File: config.mk
export PLATFORM = sky130hd
export DESIGN_NAME = alu_exec_unit_flat
export DESIGN_NICKNAME = d
export VERILOG_FILES = /design/src/rtl/alu_exec_if.sv /design/src/rtl/alu_exec_unit.sv /design/src/flat_wrapper.sv
export SDC_FILE = /design/constraint.sdc
export NUM_CORES = 1
export LEC_CHECK = 0
export CORE_ASPECT_RATIO = 0.8
export CORE_MARGIN = 2
export CORE_UTILIZATION = 45
export CTS_CLUSTER_SIZE = 30
export DETAILED_ROUTE_END_ITERATION = 8
export PLACE_DENSITY = 0.73
export SETUP_SLACK_MARGIN = 0.15
export SLEW_MARGIN = 20
export SYNTH_ARGS = -nofsm -noshare
export SYNTH_HDL_FRONTEND = slang
export SYNTH_SLANG_ARGS = --single-unit
File: constraint.sdc
create_clock -name clk -period 6.1 [get_ports clk]
set_clock_uncertainty 0.2 [all_clocks]
set_input_delay 1.22 -clock clk [delete_from_list [all_inputs] [get_ports clk]]
set_output_delay 1.22 -clock clk [all_outputs]
set_load 0.05 [all_outputs]
File: src/rtl/alu_exec_if.sv
// Request/response bus between the ALU decoder side and the execution unit.
// The request channel carries the ALUControl code and both operands; the
// response channel carries the result and its flags. Each channel has its own
// valid/ready pair.
interface alu_exec_if #(
  parameter int WIDTH = 32
);
  logic             in_valid;
  logic             in_ready;
  logic [2:0]       alu_control;
  logic [WIDTH-1:0] src_a;
  logic [WIDTH-1:0] src_b;
  logic             out_valid;
  logic             out_ready;
  logic [WIDTH-1:0] result;
  logic             zero;
  logic             illegal_op;

  // Decode/writeback side: issues requests and consumes results
  modport master (
    output in_valid, alu_control, src_a, src_b, out_ready,
    input  in_ready, out_valid, result, zero, illegal_op
  );

  // Execution unit side
  modport slave (
    input  in_valid, alu_control, src_a, src_b, out_ready,
    output in_ready, out_valid, result, zero, illegal_op
  );
endinterface

File: src/rtl/alu_exec_unit.sv
// Two-stage ALU execution unit: stage 1 registers the request, stage 2
// computes and registers the result with its zero/illegal flags. Stage 2 is
// the output register, so a stalled consumer freezes the whole pipe. The only
// combinational path from inputs to outputs is out_ready -> in_ready.
// WIDTH must match the WIDTH of the connected alu_exec_if.
module alu_exec_unit #(
  parameter int WIDTH = 32
) (
  input logic      clk,
  input logic      rst,
  alu_exec_if.slave bus
);

  logic             s1_valid;
  logic [2:0]       s1_ctrl;
  logic [WIDTH-1:0] s1_a;
  logic [WIDTH-1:0] s1_b;

  logic             s2_valid;
  logic [WIDTH-1:0] s2_result;
  logic             s2_zero;
  logic             s2_illegal;

  logic             s1_adv;
  logic             s2_adv;

  logic [WIDTH-1:0] alu_res;
  logic             alu_illegal;

  // A stage may advance when it is empty or the stage after it is moving
  always_comb begin
    s2_adv = !s2_valid || bus.out_ready;
    s1_adv = !s1_valid || s2_adv;
  end

  // ALU on the stage-1 contents; unsupported or unknown codes land in default
  always_comb begin
    alu_res     = '0;
    alu_illegal = 1'b0;
    case (s1_ctrl)
      3'b000:  alu_res = s1_a + s1_b;
      3'b001:  alu_res = s1_a + ~s1_b + WIDTH'(1);
      3'b010:  alu_res = s1_a & s1_b;
      3'b011:  alu_res = s1_a | s1_b;
      3'b101:  alu_res = {{(WIDTH-1){1'b0}}, ($signed(s1_a) < $signed(s1_b))};
      default: alu_illegal = 1'b1;
    endcase
  end

  // Stage 1: capture the request whenever the slot is free or draining
  always_ff @(posedge clk) begin
    if (rst) begin
      s1_valid <= 1'b0;
      s1_ctrl  <= '0;
      s1_a     <= '0;
      s1_b     <= '0;
    end else if (s1_adv) begin
      s1_valid <= bus.in_valid;
      s1_ctrl  <= bus.alu_control;
      s1_a     <= bus.src_a;
      s1_b     <= bus.src_b;
    end
  end

  // Stage 2: register result and flags; a bubble clears valid but keeps old data
  always_ff @(posedge clk) begin
    if (rst) begin
      s2_valid   <= 1'b0;
      s2_result  <= '0;
      s2_zero    <= 1'b0;
      s2_illegal <= 1'b0;
    end else if (s2_adv) begin
      s2_valid <= s1_valid;
      if (s1_valid) begin
        s2_result  <= alu_res;
        s2_zero    <= !alu_illegal && (alu_res == '0);
        s2_illegal <= alu_illegal;
      end
    end
  end

  assign bus.in_ready   = s1_adv;
  assign bus.out_valid  = s2_valid;
  assign bus.result     = s2_result;
  assign bus.zero       = s2_zero;
  assign bus.illegal_op = s2_illegal;

endmodule

File: src/flat_wrapper.sv
// flat-port wrapper written by rule: the top's interface ports become plain ports
module alu_exec_unit_flat 
#(
  parameter int WIDTH = 32
)
  (clk, rst, bus_in_valid, bus_alu_control, bus_src_a, bus_src_b, bus_out_ready, bus_in_ready, bus_out_valid, bus_result, bus_zero, bus_illegal_op);
  alu_exec_if #(.WIDTH(WIDTH)) bus_i ();
  input logic clk;
  input logic rst;
  input wire logic [$bits(bus_i.in_valid)-1:0] bus_in_valid;
  input wire logic [$bits(bus_i.alu_control)-1:0] bus_alu_control;
  input wire logic [$bits(bus_i.src_a)-1:0] bus_src_a;
  input wire logic [$bits(bus_i.src_b)-1:0] bus_src_b;
  input wire logic [$bits(bus_i.out_ready)-1:0] bus_out_ready;
  output wire logic [$bits(bus_i.in_ready)-1:0] bus_in_ready;
  output wire logic [$bits(bus_i.out_valid)-1:0] bus_out_valid;
  output wire logic [$bits(bus_i.result)-1:0] bus_result;
  output wire logic [$bits(bus_i.zero)-1:0] bus_zero;
  output wire logic [$bits(bus_i.illegal_op)-1:0] bus_illegal_op;
  assign bus_i.in_valid = bus_in_valid;
  assign bus_i.alu_control = bus_alu_control;
  assign bus_i.src_a = bus_src_a;
  assign bus_i.src_b = bus_src_b;
  assign bus_i.out_ready = bus_out_ready;
  assign bus_in_ready = bus_i.in_ready;
  assign bus_out_valid = bus_i.out_valid;
  assign bus_result = bus_i.result;
  assign bus_zero = bus_i.zero;
  assign bus_illegal_op = bus_i.illegal_op;
  alu_exec_unit #(.WIDTH(WIDTH)) u_core (.clk(clk), .rst(rst), .bus(bus_i));
endmodule
## Word level (Yosys, flattened, before mapping)

Cells that the tools add are included.

| cells by class | value |
|---|---|
| $add $sub $neg | 3 |
| $lt $le $gt $ge | 1 |
| equality and inequality tests | 4 |
| muxes and demuxes | 2 |
| bitwise gates (word level) | 3 |
| reduce and logical (&&, ||, !) cells | 9 |

Operators with widths:

| operator | count |
|---|---|
| 32-bit case mux with 5 select lines | 1 |
| 32-bit adder | 2 |
| 32-bit by 1-bit adder with 32-bit output, second input constant | 1 |
| 32-bit AND | 1 |
| 32-bit zero test | 1 |
| 32-bit < comparator | 1 |
| 32-bit inverter | 1 |
| 32-bit OR | 1 |
| 3-bit by 2-bit == test with 1-bit output, second input constant | 2 |
| 5-bit OR reduction | 1 |
| 3-bit by 1-bit == test with 1-bit output, second input constant | 1 |
| 3-bit == test, second input constant | 1 |
| 3-bit zero test | 1 |
| 1-bit zero test | 2 |
| 1-bit logical OR | 2 |
| 2-bit AND reduction | 1 |
| 1-bit logical AND | 1 |
| 1-bit two-way mux | 1 |

| storage, ports and cells | value |
|---|---|
| flip-flop bits (word level) | 103 |
| input port bits | 71 |
| output and inout bits | 36 |

## Depth between registers and ports, before layout

| depth | value |
|---|---|
| depth in word-level cells | 6 |
| depth in mapped cells | 14 |
| mapped depth without buffers | 13 |

## Worst setup path before layout

Ideal clock, no wire load.

| path | value |
|---|---|
| path type | input -> output |
| start | input bus_out_ready |
| end | output bus_in_ready |
| data arrival time | 2.258 ns |
| slack | 2.422 ns |
| cell stages on the path | 5 |
| path through | nor2b_1 > and2_1 > clkbuf_1 > inv_2 > clkbuf_1 |

| on the way | value |
|---|---|
| cells in the longest elaborated chain, start to end | 2 |

RTL lines:

| what | RTL line | RTL |
|---|---|---|
| start: declaration | flat_wrapper.sv:14 | `input wire logic [$bits(bus_i.out_ready)-1:0] bus_out_ready;` |
| 1-bit logical OR | alu_exec_unit.sv:32 | `s2_adv = !s2_valid \|\| bus.out_ready;` |
| 1-bit logical OR | alu_exec_unit.sv:33 | `s1_adv = !s1_valid \|\| s2_adv;` |
| end: declaration | flat_wrapper.sv:15 | `output wire logic [$bits(bus_i.in_ready)-1:0] bus_in_ready;` |

No other way between the ends.

## Worst setup path in the final report

Same ends and word-level chain as after synthesis.

==> reports/qor.json <==
{
  "detailed_routing": {
    "vias_per_cell": 6.004,
    "top_layer": "met4",
    "drt_iter0_drc": 1085,
    "detail_route.drc_violations": 0,
    "num_vias": 9955,
    "route.antenna.remaining_nets": 0,
    "drt-pass1-iter-count": 6,
    "wl_met1_mm": 16.36,
    "met3WireLength_mm": 3.293,
    "wl_per_cell_um": 19.83,
    "detailed_route_wirelength_on_metal2_mm": 12.85,
    "totalWireLength_mm": 32.88
  },
  "synthesis": {
    "ys_warn_count": 0,
    "synth_seq_area_share_pct": 21.56,
    "netlist_instances": 1345,
    "ys_ff_latch": 103,
    "synth_edf_count": 0,
    "synth_simple_gate_area_share_pct": 23.82,
    "yosys.area_share.xor_xnor_pct": 1.190,
    "syn-num-nets": 1529,
    "syn_avg_cell_area_um2": 7.111,
    "synth-compound-area-share_pct": 29.21,
    "synth.distinct_cells": 95,
    "post_synth_top_flop": "sky130_fd_sc_hd__dfxtp_1",
    "share_of_synthesized_area_spent_on_multiplexers_pct": 1.321,
    "synth_top_family_by_area": "compound AO/OA/AOI/OAI gates",
    "synth-adder-area-share_pct": 14.94,
    "syn-cell-area_mm2": 0.009564,
    "synth_async_sr_flop_share_pct": 0
  },
  "cts": {
    "cts_root_buf": "sky130_fd_sc_hd__clkbuf_16",
    "clk_pin_slew_worst_setup_hold_paths_ns": 0.07,
    "cts-hold-fix-buffers": 0,
    "post_cts_buffers": 0,
    "tritoncts": "yes",
    "cts_resized": 0,
    "sinks_on_clock_net": 103,
    "h-tree-depth": 3,
    "cts_inserted_buffers": 9,
    "worst_skew_pair.late_latency_ns": 0.37,
    "clock_path_buffers": 2
  },
  "power": {
    "vdd_ir_drop_max_v": 0.0001324,
    "switching_share_pct": 39.84,
    "intPower_mw": 1.284,
    "p_sw_mw": 0.8500,
    "seqPwrFrac_pct": 35.6,
    "power.share.clock_pct": 27.0,
    "p_comb_share_pct": 37.3,
    "leak_nw": 4.401,
    "design_power_total_mw": 2.134,
    "p_per_area_mw_per_mm2": 194.9
  },
  "worst_setup_path": {
    "timing.reg2reg.setup_slack_ns": 2.06,
    "worst_ep_required_time_ns": 4.68,
    "cp-start-kind": "input pin",
    "critical_path.endpoint": "bus_in_ready",
    "worstPathMaxFanout": 4,
    "worst_r2r_endpoint": "u_core.bus.zero$_SDFFE_PP0P_",
    "cp-startpoint": "bus_out_ready",
    "crit_type": "in -> out",
    "worst_r2r_src": "u_core.s1_b[9]$_SDFFE_PP0P_",
    "reg2regPathDepth": 12,
    "worst_setup_path_end_kind": "primary output",
    "timing.critical_path.arrival_ns": 2.98
  },
  "floorplan": {
    "floorplan.core_area_mm2": 0.02076,
    "design.portCount": 107,
    "fp-row-count": 47,
    "vertical_extent_of_the_die_um": 134.4,
    "initial_utilization_pct": 46.07,
    "floorplan.die_area_mm2": 0.02244,
    "horizontal_die_dimension_um": 167.0
  },
  "cells_and_area": {
    "antenna-diode-count": 0,
    "fin_util_pct": 52.73,
    "commonest_non_fill_non_tap_cell_in_the_layout": "sky130_fd_sc_hd__nand2_1",
    "fraction_of_layout_instances_using_a_drive_strength_above_1_pct": 5.832,
    "highest_count_cells_in_the_layout_ignoring_fill_and_taps": "sky130_fd_sc_hd__nand2_1, sky130_fd_sc_hd__a21oi_1, sky130_fd_sc_hd__nor2_1, sky130_fd_sc_hd__ha_1, sky130_fd_sc_hd__clkdlybuf4s50_1",
    "finish.net_count": 1569,
    "finish.instance_area_mm2": 0.01095,
    "areaGrowthSynthToFinish_pct": 14.44
  },
  "timing": {
    "fin_tns_setup_ns": 0,
    "timing.final.crit_share_pct": 72.09,
    "rsz0062_at_grt": "no",
    "final_hold_viol_count": 0,
    "setup-violations-final": 0,
    "max_freq_mhz": 227.4,
    "maxSlewViolCount": 0,
    "maxSlewHeadroom_pct": 33.23,
    "transition_time_of_the_tightest_slew_check_pin_ns": 1.002,
    "timing.final.crit_period_ns": 4.397,
    "hold_ws_ns": 0.2715
  },
  "status": {
    "outcome": "complete, no violations"
  },
  "grt": {
    "grt_first_pass_wirelength_mm": 51.46,
    "grt_overflow": 0,
    "first_global_vias": 9018,
    "grtUsageTotal_pct": 28.79,
    "grt_max_degree": 69,
    "grt_antenna_before_repair": 0
  },
  "place": {
    "port_buffers": 106,
    "hpwlAfterDp_mm": 24.90,
    "placed_area_mm2": 0.01066,
    "gp_routability_congestion": 0.9580
  },
  "hold_path": {
    "whs_path_depth": 2,
    "holdCritPathClass": "reg -> reg"
  },
  "job": {
    "cap_violations": 0
  }
}
## cell type report
cell class | count | area [µm²]
Inverter | 98 | 367.9
Sequential cell | 103 | 2063
Timing Repair Buffer | 118 | 1149
Tap cell | 269 | 336.6
Multi-Input combinational cell | 1055 | 6748
Fill cell | 2092 | 9813
Clock buffer | 9 | 225.2
Clock inverter | 6 | 56.30
## state kept, by name, summed over array words and instances, names as in the netlist
name	flops
u_core.bus.illegal_op	1
u_core.bus.out_valid	1
u_core.bus.result	32
u_core.bus.zero	1
u_core.s1_a	32
u_core.s1_b	32
u_core.s1_ctrl	3
u_core.s1_valid	1
## metrics by stage
step | cells | setup WS [ns]
5_1_grt | 1658 | 1.621
4_1_cts | 1658 | 1.718
2_1_floorplan | 1345 | 2.422
3_5_place_dp | 1643 | 1.737
3_3_place_gp | 1643 | 1.723
6_report | 1658 | 1.703
## worst max-delay path, stage by stage
cell,delay [ns]
sky130_fd_sc_hd__clkdlybuf4s50_1,0.40
sky130_fd_sc_hd__nor2b_1,0.29
sky130_fd_sc_hd__and2_2,0.31
sky130_fd_sc_hd__inv_2,0.06
sky130_fd_sc_hd__clkdlybuf4s50_1,0.70
## routing by layer
metal  GRT usage, %  vias up
met2          39.76      474
met5              0        -
met4          5.316        0
li1               -     4820
met1          45.56     4624
met3          5.606       37
## worst min path at each step
stage / start / to / slack, ns
3_5_place_dp: u_core.bus.result[0]$_SDFFE_PP0P_ / u_core.bus.result[0]$_SDFFE_PP0P_ / 0.26
6_report: u_core.bus.result[0]$_SDFFE_PP0P_ / u_core.bus.result[0]$_SDFFE_PP0P_ / 0.27
2_1_floorplan: u_core.s1_a[0]$_SDFFE_PP0P_ / u_core.s1_a[0]$_SDFFE_PP0P_ / 0.25
4_1_cts: u_core.bus.result[0]$_SDFFE_PP0P_ / u_core.bus.result[0]$_SDFFE_PP0P_ / 0.27
3_3_place_gp: u_core.bus.result[0]$_SDFFE_PP0P_ / u_core.bus.result[0]$_SDFFE_PP0P_ / 0.25
5_1_grt: u_core.bus.result[0]$_SDFFE_PP0P_ / u_core.bus.result[0]$_SDFFE_PP0P_ / 0.29
## power by group through the flow
stage / Combinational (mW) / Clock [mW] / Sequential [mW]
final: 0.797 / 0.577 / 0.760
after global routing: 0.856 / 0.616 / 0.768
after global placement: 0.765 / 0 / 0.773
after detailed placement: 0.772 / 0 / 0.775
after floorplan: 0.494 / 0 / 0.809
after CTS: 0.777 / 0.591 / 0.759
## cells in the mapped netlist (all sizes together), types with 5 or more instances
library cell	instances	area share, %
nand2	213	8.4
a21oi	154	8.3
nor2	126	5.0
ha	111	15
dfxtp	103	22
inv	98	3.8
o21ai	62	3.3
clkbuf	59	2.3
nor3	36	1.9
a211oi	30	2.5
buf	30	1.8
o211ai	24	1.9
nand3	21	1.1
nor4	20	1.4
a31oi	15	0.98
nand4	14	0.92
o31ai	14	1.1
a21o	13	1.0
nand2b	11	0.72
nor2b	11	0.72
mux2i	10	1.0
or2	10	0.71
o21a	9	0.71
o22ai	9	0.59
or3	9	0.60
xnor2	9	0.82
a2111oi	8	0.99
o21bai	8	0.63
and2	6	0.39
o2111ai	6	0.61
o311ai	6	0.71
a211o	5	0.46
a221oi	5	0.52
a22oi	5	0.39
nor3b	5	0.44
## cell families (layout without fill, tap and decap cells)
| group | after synthesis | in the layout |
|---|---|---|
| AND/OR/NAND/NOR | 498 | 498 |
| AO/OA/AOI/OAI | 419 | 419 |
| adder cells (fa/ha/maj) | 113 | 113 |
| multiplexers | 12 | 12 |
| XOR/XNOR | 13 | 13 |
| flip-flops | 103 | 103 |
| buffers and inverters | 187 | 231 |
Power figures use the tool's default switching activity.
==> RTL edit: new RTL, config.mk and constraints unchanged <==
Remove the case item `3'b001` of the case on `s1_ctrl`.
--- a/src/rtl/alu_exec_unit.sv
+++ b/src/rtl/alu_exec_unit.sv
@@ -41,3 +41,2 @@
       3'b000:  alu_res = s1_a + s1_b;
-      3'b001:  alu_res = s1_a + ~s1_b + WIDTH'(1);
       3'b010:  alu_res = s1_a & s1_b;
Function: changed (a bounded check fails within 4 cycles, from zero or initial values and one cycle with rst high).
==> RTL edit against the unedited design <==
Wire length down 40%. Worst setup slack better by 100 ps. Design area fell by 20%. Area after synthesis decreased by 23%. Synthesized cell count fell by 26%. Total power decreased by 15%. Sequential cell count unchanged. Sequential power fell by 1%.
==> RTL edit: results (changes against the unedited design) <==
[clock_tree]
clockBufferDepth=2  ; unchanged
cts_resized=0  ; unchanged
clkSlewWorstSetupHoldPaths_ps=70  ; about the same
cts-root-buf=clkbuf_16
numCtsBuffers=9  ; unchanged
holdBufCountCts=0  ; unchanged
clk_latency_ps=370  ; about the same
cts.htree.levels=3  ; unchanged

[logic_synthesis]
synth_edf_count=0  ; unchanged
ys_top_cells_by_area=dfxtp_1 (28%), ha_1 (16%), nand2_1 (9.3%)
synthCells=990  ; -26%
yosys.cell_types.count=66  ; -31%
synthTopCellsByCount=nand2_1 (183), a21oi_1 (121), dfxtp_1 (103)
yosysWarnings=0  ; unchanged
ys_seq_area_frac=0.2802  ; +0.06463

[power_and_ir_drop]
p_leak_uw=0.003652  ; -17%
peakVddDrop_v=0.0001287  ; -2.8%

[timing]
relSlewSlack=0.3695  ; +0.03727
setup_tns_ps=0  ; unchanged

[drt]
ant_nets=0  ; unchanged
met3_length_um=1391  ; -58%
vias_per_cell=5.491  ; -8.6%
met1_length_um=9982  ; -39%
postRouteWirelength_um=19740  ; -40%
first_iter_violations=615  ; -43%
dr.pass1.iters=5  ; -1
wl_met2_um=8145  ; -37%

[place]
dp_hpwl_um=14590  ; -41%
port_buffers=106  ; unchanged
place_congestion=0.9237  ; -3.6%

[worst_setup_path]
r2r_end=u_core.bus.zero$_SDFFE_PP0P_
crit_path_max_incr_delay_ps=700  ; about the same
r2r_cells=13  ; +1
critPathCapture=bus_in_ready
worstPathArrival_ps=2880  ; -100 ps
reg2reg_from=u_core.s1_b[0]$_SDFFE_PP0P_
critPathMaxFanout=4  ; unchanged
cpMaxStageDelayCell=clkdlybuf4s50_1
startpoint=bus_out_ready
critPathKind=input pin to primary output
r2r_slack_ps=2340  ; +280 ps

[global_routing]
grt_pass1_wl_um=32330  ; -37%
grt_usage=0.2277  ; -0.06013
grt_pass1_vias=6405  ; -29%
antenna_found_initial=0  ; unchanged

[cells_and_area]
layout-drive-gt1-share=0.04060  ; -0.01771
final_cells=1274  ; -23%
diodes=0  ; unchanged
final_nets=1223  ; -22%

[min_path]
hold_path_class=flop to flop

[outcome]
outcome=finished, final reports clean

## RTL edit: area by class of cell
cell class | instances | area (µm²)
clock inverters | 6 | 68.82
well taps | 215 | 269.0
repair buffers | 113 | 1109
inverters | 87 | 326.6
multi-input cells | 741 | 4743
fillers | 1551 | 7099
flip-flops and latches | 103 | 2062
clock buffers | 9 | 225.2
## RTL edit: cell families after synthesis
logic type	share of synthesized area
and+or+nand+nor	0.2035
xor gates and xnor gates	0.02976
adders and majority gates	0.1660
muxes	0.009523
buffers and inverters	0.07703
AOI/OAI and AO/OA	0.2340
DFF	0.2802
## RTL edit: power by group
group	leakage (µW)	switching [µW]	internal [µW]
clock	0.000142	274	319
sequential	0.000854	38.4	712
combinational	0.00266	284	192
total	0.00365	596	1220
## RTL edit: how the worst min path moves through the flow
| stage | slack (ps) | endpoint | startpoint | depth (start not counted) |
|---|---|---|---|---|
| detailed placement | 270 | u_core.s1_b[7]$_SDFFE_PP0P_ | u_core.s1_b[7]$_SDFFE_PP0P_ | 2 |
| global route | 300 | u_core.s1_b[7]$_SDFFE_PP0P_ | u_core.s1_b[7]$_SDFFE_PP0P_ | 2 |
| finish | 270 | u_core.s1_b[13]$_SDFFE_PP0P_ | u_core.s1_b[13]$_SDFFE_PP0P_ | 2 |
| CTS | 270 | u_core.s1_b[7]$_SDFFE_PP0P_ | u_core.s1_b[7]$_SDFFE_PP0P_ | 2 |
| global placement | 260 | u_core.s1_b[14]$_SDFFE_PP0P_ | u_core.s1_b[14]$_SDFFE_PP0P_ | 2 |
| floorplan | 250 | u_core.s1_a[0]$_SDFFE_PP0P_ | u_core.s1_a[0]$_SDFFE_PP0P_ | 2 |
## RTL edit: worst max-delay path, delay by kind of cell
kind | cells | cell delay, ps
buffers and inverters | 3 | 1140
and+or+nand+nor | 2 | 510
## RTL edit: through the flow
stage                     setup WS, ps  instance area [µm²]    util  hold WS, ps
after floorplan                   2422                 7358       -        248.5
after global placement            1790                 8509  0.5351        259.3
after detailed placement          1803                 8509  0.5351        265.5
after CTS                         1790                 8803  0.5536        274.7
after global routing              1739                 8803  0.5536        301.2
final                             1804                 8803  0.5536        272.4
## RTL edit: per-layer routing
metal,GRT usage,up-vias
met4,0.05469,0
met2,0.3345,245
li1,-,3503
met1,0.3385,3227
met5,0,-
met3,0.04788,20
